--- src/rtl/copro_result_queue_if.sv ---
// copro_result_queue_if -- ALU capture and CV-X-IF result handshake bundle for copro_result_queue.
// Revision 1.0
`default_nettype none
`timescale 1ns/1ps

interface copro_result_queue_if #(
  parameter int unsigned XLEN     = 32,
  parameter type         hartid_t = logic,
  parameter type         id_t     = logic
);
  logic            alu_valid_i;
  logic [XLEN-1:0] alu_result_i;
  hartid_t         alu_hartid_i;
  id_t             alu_id_i;
  logic [4:0]      alu_rd_i;
  logic            alu_we_i;
  logic            issue_ready_o;
  logic            result_valid_o;
  logic            result_ready_i;
  logic [XLEN-1:0] result_data_o;
  hartid_t         result_hartid_o;
  id_t             result_id_o;
  logic [4:0]      result_rd_o;
  logic            result_we_o;

  // Environment view: ALU producer plus CPU consumer.
  modport master (
    output alu_valid_i, alu_result_i, alu_hartid_i, alu_id_i, alu_rd_i, alu_we_i,
    output result_ready_i,
    input  issue_ready_o,
    input  result_valid_o, result_data_o, result_hartid_o, result_id_o, result_rd_o, result_we_o
  );

  // Queue view.
  modport slave (
    input  alu_valid_i, alu_result_i, alu_hartid_i, alu_id_i, alu_rd_i, alu_we_i,
    input  result_ready_i,
    output issue_ready_o,
    output result_valid_o, result_data_o, result_hartid_o, result_id_o, result_rd_o, result_we_o
  );
endinterface

`default_nettype wire

--- src/rtl/copro_result_queue.sv ---
// copro_result_queue -- in-order FIFO from the non-stallable ALU to the CV-X-IF result port.
// Optional macro COPRO_RESULT_BYPASS_EN: zero-latency bypass when empty. Revision 1.0
`default_nettype none
`timescale 1ns/1ps

module copro_result_queue #(
  parameter int unsigned DEPTH    = 4,
  parameter int unsigned XLEN     = 32,
  parameter type         hartid_t = logic,
  parameter type         id_t     = logic
) (
  input  logic                    clk_i,
  input  logic                    rst_ni,
  copro_result_queue_if.slave     bus,
  output logic [$clog2(DEPTH):0]  count_o,
  output logic                    overflow_o
);

  localparam int unsigned AW = $clog2(DEPTH);
  localparam int unsigned CW = AW + 1;

  logic [XLEN-1:0]  mem_data   [DEPTH];
  hartid_t          mem_hartid [DEPTH];
  id_t              mem_id     [DEPTH];
  logic [4:0]       mem_rd     [DEPTH];
  logic [DEPTH-1:0] mem_we;

  logic [AW-1:0] wr_ptr;
  logic [AW-1:0] rd_ptr;
  logic [CW-1:0] count_q;
  logic          overflow_q;

  logic          empty;
  logic          full;
  logic          pop;
  logic          push;
  logic          bypass_take;
  logic [CW:0]   occupancy_next;

  assign empty = (count_q == '0);
  assign full  = (count_q == CW'(DEPTH));
  assign pop   = !empty && bus.result_ready_i;

`ifdef COPRO_RESULT_BYPASS_EN
  assign bypass_take = empty && bus.alu_valid_i && bus.result_ready_i;
`else
  assign bypass_take = 1'b0;
`endif

  // A full queue can still accept a push when the head leaves in the same cycle.
  assign push = bus.alu_valid_i && !bypass_take && (!full || pop);

  // Pops are not credited: the instruction issued now returns next cycle regardless.
  assign occupancy_next    = {1'b0, count_q} + {{CW{1'b0}}, bus.alu_valid_i};
  assign bus.issue_ready_o = (occupancy_next < (CW + 1)'(DEPTH));

  assign count_o    = count_q;
  assign overflow_o = overflow_q;

  always_comb begin
    bus.result_valid_o  = !empty;
    bus.result_data_o   = mem_data[rd_ptr];
    bus.result_hartid_o = mem_hartid[rd_ptr];
    bus.result_id_o     = mem_id[rd_ptr];
    bus.result_rd_o     = mem_rd[rd_ptr];
    bus.result_we_o     = mem_we[rd_ptr];
`ifdef COPRO_RESULT_BYPASS_EN
    if (empty && bus.alu_valid_i) begin
      bus.result_valid_o  = 1'b1;
      bus.result_data_o   = bus.alu_result_i;
      bus.result_hartid_o = bus.alu_hartid_i;
      bus.result_id_o     = bus.alu_id_i;
      bus.result_rd_o     = bus.alu_rd_i;
      bus.result_we_o     = bus.alu_we_i;
    end
`endif
  end

  always_ff @(posedge clk_i or negedge rst_ni) begin
    if (!rst_ni) begin
      wr_ptr     <= '0;
      rd_ptr     <= '0;
      count_q    <= '0;
      overflow_q <= 1'b0;
      mem_we     <= '0;
      for (int i = 0; i < int'(DEPTH); i++) begin
        mem_data[i]   <= '0;
        mem_hartid[i] <= '0;
        mem_id[i]     <= '0;
        mem_rd[i]     <= '0;
      end
    end else begin
      if (push) begin
        mem_data[wr_ptr]   <= bus.alu_result_i;
        mem_hartid[wr_ptr] <= bus.alu_hartid_i;
        mem_id[wr_ptr]     <= bus.alu_id_i;
        mem_rd[wr_ptr]     <= bus.alu_rd_i;
        mem_we[wr_ptr]     <= bus.alu_we_i;
        wr_ptr             <= wr_ptr + AW'(1);
      end
      if (pop) begin
        rd_ptr <= rd_ptr + AW'(1);
      end
      if (push && !pop) begin
        count_q <= count_q + CW'(1);
      end else if (pop && !push) begin
        count_q <= count_q - CW'(1);
      end
      if (bus.alu_valid_i && full && !pop) begin
        overflow_q <= 1'b1;
      end
    end
  end

endmodule

`default_nettype wire

--- src/flat_wrapper.sv ---
// flat-port wrapper written by rule: the top's interface ports become plain ports
module copro_result_queue_flat 
#(
  parameter int unsigned DEPTH    = 4,
  parameter int unsigned XLEN     = 32,
  parameter type         hartid_t = logic,
  parameter type         id_t     = logic
)
  (clk_i, rst_ni, count_o, overflow_o, bus_alu_valid_i, bus_alu_result_i, bus_alu_hartid_i, bus_alu_id_i, bus_alu_rd_i, bus_alu_we_i, bus_result_ready_i, bus_issue_ready_o, bus_result_valid_o, bus_result_data_o, bus_result_hartid_o, bus_result_id_o, bus_result_rd_o, bus_result_we_o);
  copro_result_queue_if #(.XLEN(XLEN), .hartid_t(hartid_t), .id_t(id_t)) bus_i ();
  input  logic clk_i;
  input  logic rst_ni;
  output logic [$clog2(DEPTH):0] count_o;
  output logic overflow_o;
  input wire logic [$bits(bus_i.alu_valid_i)-1:0] bus_alu_valid_i;
  input wire logic [$bits(bus_i.alu_result_i)-1:0] bus_alu_result_i;
  input wire logic [$bits(bus_i.alu_hartid_i)-1:0] bus_alu_hartid_i;
  input wire logic [$bits(bus_i.alu_id_i)-1:0] bus_alu_id_i;
  input wire logic [$bits(bus_i.alu_rd_i)-1:0] bus_alu_rd_i;
  input wire logic [$bits(bus_i.alu_we_i)-1:0] bus_alu_we_i;
  input wire logic [$bits(bus_i.result_ready_i)-1:0] bus_result_ready_i;
  output wire logic [$bits(bus_i.issue_ready_o)-1:0] bus_issue_ready_o;
  output wire logic [$bits(bus_i.result_valid_o)-1:0] bus_result_valid_o;
  output wire logic [$bits(bus_i.result_data_o)-1:0] bus_result_data_o;
  output wire logic [$bits(bus_i.result_hartid_o)-1:0] bus_result_hartid_o;
  output wire logic [$bits(bus_i.result_id_o)-1:0] bus_result_id_o;
  output wire logic [$bits(bus_i.result_rd_o)-1:0] bus_result_rd_o;
  output wire logic [$bits(bus_i.result_we_o)-1:0] bus_result_we_o;
  assign bus_i.alu_valid_i = bus_alu_valid_i;
  assign bus_i.alu_result_i = bus_alu_result_i;
  assign bus_i.alu_hartid_i = bus_alu_hartid_i;
  assign bus_i.alu_id_i = bus_alu_id_i;
  assign bus_i.alu_rd_i = bus_alu_rd_i;
  assign bus_i.alu_we_i = bus_alu_we_i;
  assign bus_i.result_ready_i = bus_result_ready_i;
  assign bus_issue_ready_o = bus_i.issue_ready_o;
  assign bus_result_valid_o = bus_i.result_valid_o;
  assign bus_result_data_o = bus_i.result_data_o;
  assign bus_result_hartid_o = bus_i.result_hartid_o;
  assign bus_result_id_o = bus_i.result_id_o;
  assign bus_result_rd_o = bus_i.result_rd_o;
  assign bus_result_we_o = bus_i.result_we_o;
  copro_result_queue #(.DEPTH(DEPTH), .XLEN(XLEN), .hartid_t(hartid_t), .id_t(id_t)) u_core (.clk_i(clk_i), .rst_ni(rst_ni), .bus(bus_i), .count_o(count_o), .overflow_o(overflow_o));
endmodule
--- config.mk ---
export PLATFORM = sky130hd
export DESIGN_NAME = copro_result_queue_flat
export DESIGN_NICKNAME = d
export VERILOG_FILES = /design/src/rtl/copro_result_queue_if.sv /design/src/rtl/copro_result_queue.sv /design/src/flat_wrapper.sv
export SDC_FILE = /design/constraint.sdc
export NUM_CORES = 1
export LEC_CHECK = 0
export ABC_AREA = 1
export BUFFER_PORTS_ARGS = -buffer_cell sky130_fd_sc_hd__buf_2
export CAP_MARGIN = 20
export CORE_MARGIN = 2
export CORE_UTILIZATION = 60
export CTS_CLUSTER_SIZE = 25
export DETAILED_ROUTE_END_ITERATION = 7
export PLACE_DENSITY = 0.81
export SYNTH_ARGS = -nofsm -noshare
export SYNTH_HDL_FRONTEND = slang
export SYNTH_SLANG_ARGS = --single-unit
--- constraint.sdc ---
create_clock -name clk_i -period 4.25 [get_ports clk_i]
set_clock_uncertainty 0.15 [all_clocks]
set_input_delay 0.6375 -clock clk_i [delete_from_list [all_inputs] [get_ports clk_i]]
set_output_delay 0.6375 -clock clk_i [all_outputs]
set_load 0.005 [all_outputs]
=== Word-level counts from Yosys, hierarchy flattened ===
Cells that the tools add are included.

* Flip-flop bits (word level): 168
* Input bits: 44
* Output and inout port bits: 46
* Word-level logic and storage cells: 80

* Add/subtract/negate cells: 5
* Magnitude comparators: 7
* Equal/unequal tests: 1
* Mux-type cells: 29
* Bitwise gates (word level): 2
* Reductions and logical operators: 15

{| class="wikitable"
|+ Operator list
! kind !! count
|-
| bitwise mux 128 bit || 1
|-
| two-way mux 32 bit || 3
|-
| binary-select mux 32 bit (select 2 bit) || 1
|-
| demux 32 bit (select 2 bit) || 1
|-
| bitwise mux 20 bit || 1
|-
| two-way mux 5 bit || 3
|-
| bitwise mux 4 bit || 3
|-
| binary-select mux 5 bit (select 2 bit) || 1
|-
| demux 5 bit (select 2 bit) || 1
|-
| logical AND 1 bit || 8
|-
| two-way mux 1 bit || 7
|-
| binary-select mux 1 bit (select 2 bit) || 3
|-
| >= comparator 3 bit (second input constant) || 2
|-
| < comparator 2 x 3 -> 1 bit (second input constant) || 2
|-
| two-way mux 3 bit || 2
|-
| NOT 2 -> 3 bit || 2
|-
| adder 2 x 1 -> 2 bit (second input constant) || 2
|-
| adder 3 x 1 -> 4 bit || 1
|-
| demux 1 bit (select 2 bit) || 2
|-
| logical NOT 1 bit || 4
|-
| < comparator 4 x 3 -> 1 bit (second input constant) || 1
|-
| adder 3 x 1 -> 3 bit (second input constant) || 1
|-
| equality test 3 bit (second input constant) || 1
|-
| logical NOT 3 bit || 1
|-
| other kinds (5) || 5
|}

=== Depth between registers and ports, before layout ===
* Depth after elaboration: 9
* Mapped depth: 13
* Depth with buffers taken out: 12

=== Worst setup path after synthesis ===
Ideal clock, no wire load.

* Path kind: input to register
* Start point: in bus_alu_valid_i
* End point: reg u_core.count_q[2], in the netlist u_core.count_o[2]
* Library setup time: 0.124 ns
* Arrival: 1.967 ns
* Required time: 3.976 ns
* Path slack: 2.009 ns
* Stages: 10
* Buffers on the path: 2
* Cells stage by stage: clkbuf_2 > buf_2 > nand2_1 > inv_1 > ha_1 > inv_1 > fa_1 > nand2_1 > nand3_1 > xor2_1

* Cells in the longest elaborated chain, start to end: 4
* Elaborated cells on any way between the ends: 6
* Classes of those cells: mux: 1; reduce/logical: 5

{| class="wikitable"
|+ Ends and longest elaborated chain
! element !! RTL line !! RTL
|-
| start: declaration || flat_wrapper.sv:15 || <nowiki>input wire logic [$bits(bus_i.alu_valid_i)-1:0] bus_alu_valid_i;</nowiki>
|-
| logical AND 1 bit * || copro_result_queue.sv:51 || <nowiki>assign push = bus.alu_valid_i && !bypass_take && (!full || pop);</nowiki>
|-
| named net u_core.push || copro_result_queue.sv:36 || <nowiki>logic push;</nowiki>
|-
| logical NOT 1 bit || copro_result_queue.sv:106 || <nowiki>end else if (pop && !push) begin</nowiki>
|-
| logical AND 1 bit || copro_result_queue.sv:106 ||
|-
| nonzero test 2 bit (no source line) || -- ||
|-
| end signal: assignment || copro_result_queue.sv:105 || <nowiki>count_q <= count_q + CW'(1);</nowiki>
|-
| end signal: assignment || copro_result_queue.sv:107 || <nowiki>count_q <= count_q - CW'(1);</nowiki>
|-
| end: declaration || copro_result_queue.sv:30 || <nowiki>logic [CW-1:0] count_q;</nowiki>
|}

The timed path passes the listed nets; every way through them passes the cells marked *.
A chain may end at the register's enable or synchronous reset.

=== Worst setup path after layout ===
* Start point: reg u_core.rd_ptr[0]
* End point: out bus_result_data_o[22]

* Cells in the longest elaborated chain, start to end: 4

{| class="wikitable"
|+ Ends and longest elaborated chain
! element !! RTL line !! RTL
|-
| start: declaration || copro_result_queue.sv:29 || <nowiki>logic [AW-1:0] rd_ptr;</nowiki>
|-
| start signal: assignment || copro_result_queue.sv:102 || <nowiki>rd_ptr <= rd_ptr + AW'(1);</nowiki>
|-
| NOT 2 -> 3 bit (not written as such) || copro_result_queue.sv:62 || <nowiki>bus.result_data_o = mem_data[rd_ptr];</nowiki>
|-
| binary-select mux 32 bit (select 2 bit) || copro_result_queue.sv:62 ||
|-
| two-way mux 32 bit (not written as such) (2 in series) || copro_result_queue.sv:62 ||
|-
| end: declaration || flat_wrapper.sv:24 || <nowiki>output wire logic [$bits(bus_i.result_data_o)-1:0] bus_result_data_o;</nowiki>
|}

Every way passes these cells. The select of a mux whose other input is x is not followed.

==> results.toml <==
[critical_path]
cp_data_arrival_time_ns = 2.33
critPathBufInv = 3
cp.required_ns = 3.46
slowest_delay_ns = 0.50
crit_slowest_cell = "inv_2"
reg2reg_depth = 8
crit_type = "reg2out"
crit_chain = "inv_2 > buf_4 > o21ai_0 > o22ai_1 > buf_2"
end_kind = "output port"
reg2reg_slack_ns = 1.67
critical_path.max_fanout = 37
timing.rr.start = "u_core.count_o[2]$_DFFE_PN0P_"
cp_top_family = "buffers and inverters"
startpoint_type = "register"
r2r-end = "u_core.mem_data[119]$_DFFE_PN0P_"

[drt]
dr_total_vias = 7473
first_iter_violations = 960
top_layer_used = "met4"
wirelength_mm = 21.8
routed-wl-met3_mm = 1.78
drc = 0
wl_met1_mm = 9.31
viasPerCell = 6.17
antenna_left = 0
wl_met2_mm = 10.5
drt-pass1-iter-count = 5
wl_per_cell_um = 18.0

[logic_synthesis]
ys_ff_latch = 168
syn_area_um2 = 8120
synth_area_leaders = "dfrtp_1, nand2_1, nand4_1, o21ai_0, nor2_1"
yosys_warnings = 0
syn_nets = 1043
synth.mux.area_fraction_pct = 0
synth_fa_ha_area_share_pct = 1.02
synth_top_area_share_pct = 51.8
syn_area_per_cell_um2 = 8.17
synth-seq-area-share_pct = 51.8
synthSimpleGateAreaFrac_pct = 32.3
synth_top_cell_by_area = "dfrtp_1"
synthDistinctLibCells = 24
synth-xor-area-share_pct = 0.432
synth_compound_area_share_pct = 8.19
synth_top_family_by_area = "simple AND/OR/NAND/NOR gates"
synthCells = 993

[global_route]
grt_pass1_vias = 7051
grt_max_degree = 97
antenna_found_initial = 1
grt_pass1_wl_mm = 35.7
grt-ovfl-total = 0
grt.total_usage_pct = 31.2

[cells_and_area]
fin_area_um2 = 9120
seqCellArea_um2 = 4210
fillers = 1104
nets = 1072
drive_above_1_share_pct = 14.6
multi_input_area_um2 = 3430
area_growth_syn_to_layout_pct = 12.4

[hold_path]
hold_class = "in2async"

[clock_tree]
cts_resized = 0
worst_skew_pair.late_latency_ns = 0.42
htreeDepth = 4
cts_root_buf = "clkbuf_16"
cts.path.max_buffers = 2
cts_sinks = 168
path_clk_slew_ns = 0.06
postCtsSetupRepairBufs = 0
numCtsBuffers = 17
cts_hold_buffers = 0
cts_tree = "built"

[sta]
rsz0062_at_grt = "false"
timing.fmax_mhz = 321
tns_ns = 0
fin_crit_ns = 3.12
setup_violations = 0
tightest_slew_ns = 0.840
slew_headroom_pct = 44.0
hold_viol = 0
fin_crit_sh_pct = 73.4
fin_ws_ns = 1.13
drv_slew = 0

[placement]
io_buffers = 89
place_congestion = 0.786
place_area_um2 = 8500
dp_hpwl_mm = 11.7
pre_cts_slack_ns = 1.50

[pwr]
power.density_nw_per_um2 = 825
total_power_mw = 7.52
ir_drop_v = 0.000452
p_leak_nw = 4.67

[die]
io_pins = 90
rows = 42
dieWidth_um = 120
fp.dieArea_um2 = 14500
initial_core_util_pct = 61.3
core_um2 = 13200
die_y_um = 120

[status]
outcome = "completed"

[job]
cap_violations = 0
## worst register-to-register path, delay by kind of cell, from the launching register on
kind                   cells  cell delay (ns)
and+or+nand+nor            5             0.80
buffers and inverters      3             1.13
DFF                        1             0.39
## sequential cells by signal, summed over array words and instances (netlist names)
register           count
u_core.mem_data      128
u_core.mem_rd         20
u_core.mem_hartid      4
u_core.mem_id          4
u_core.mem_we          4
u_core.count_o         3
u_core.rd_ptr          2
u_core.wr_ptr          2
u_core.overflow_o      1
## synthesized netlist by cell type, drive strengths merged
cell type and instances:
xor2 2, clkbuf 32, ha 5, a31o 1, nand2 336, inv 10
nand3 7, o21ai 81, fa 1, o22ai 40, xnor2 2, buf 66
nand4 160, dfrtp 168, nor2 82
## stage by stage
stage,util (%),instances,hold WS [ns]
3_3_place_gp,64.2,1179,0.297
3_5_place_dp,64.2,1179,0.303
2_1_floorplan,-,993,0.192
4_1_cts,68.9,1210,0.0978
6_report,68.9,1211,0.0663
5_1_grt,68.9,1210,0.124
## metal layers
layer  vias to the layer above  global-route usage, %
met5                         -                      0
met4                         0                   10.6
met3                        25                   6.23
met2                       356                   48.5
met1                      3637                   44.4
li1                       3455                      -
## cells in the final DEF, fill, tap and decap left out, types with 5 or more instances in the layout
cell,count
nor2_1,80
o22ai_1,40
buf_4,19
clkbuf_16,17
nand2_1,335
o21ai_0,76
clkbuf_8,5
nand4_1,160
o21ai_1,5
dfrtp_1,167
buf_2,87
inv_1,9
## report_power, final
part	total (mW)	leakage, nW	internal, mW	switching [mW]
registers	2.74	2.10	2.33	0.401
clock network	1.61	0.298	0.998	0.614
logic	3.17	2.27	1.11	2.06
## worst max path at each step
| stage | startpoint | to | cells after the start |
|---|---|---|---|
| after floorplan | bus_alu_valid_i | u_core.count_o[2]$_DFFE_PN0P_ | 10 |
| after global placement | bus_alu_valid_i | bus_issue_ready_o | 6 |
| after detailed placement | bus_result_ready_i | u_core.mem_data[119]$_DFFE_PN0P_ | 8 |
| after CTS | u_core.rd_ptr[0]$_DFFE_PN0P_ | bus_result_data_o[22] | 5 |
| after global routing | u_core.rd_ptr[0]$_DFFE_PN0P_ | bus_result_data_o[22] | 5 |
| final | u_core.rd_ptr[0]$_DFFE_PN0P_ | bus_result_data_o[22] | 5 |
## area by class of cell
class	count	area share [%]
repair buffers	108	6.68
diodes	1	0.0274
well taps	176	2.41
flip-flops and latches	168	46.1
clock inverters	7	1.26
clock buffers	24	5.50
multi-input cells	717	37.6
inverters	10	0.412
## cell families after synthesis
logic type,count (synthesis)
and+or+nand+nor,585
buffers and inverters,108
DFF,168
adders and majority gates,6
AOI/OAI and AO/OA,122
xor gates and xnor gates,4
Power figures use the tool's default switching activity.
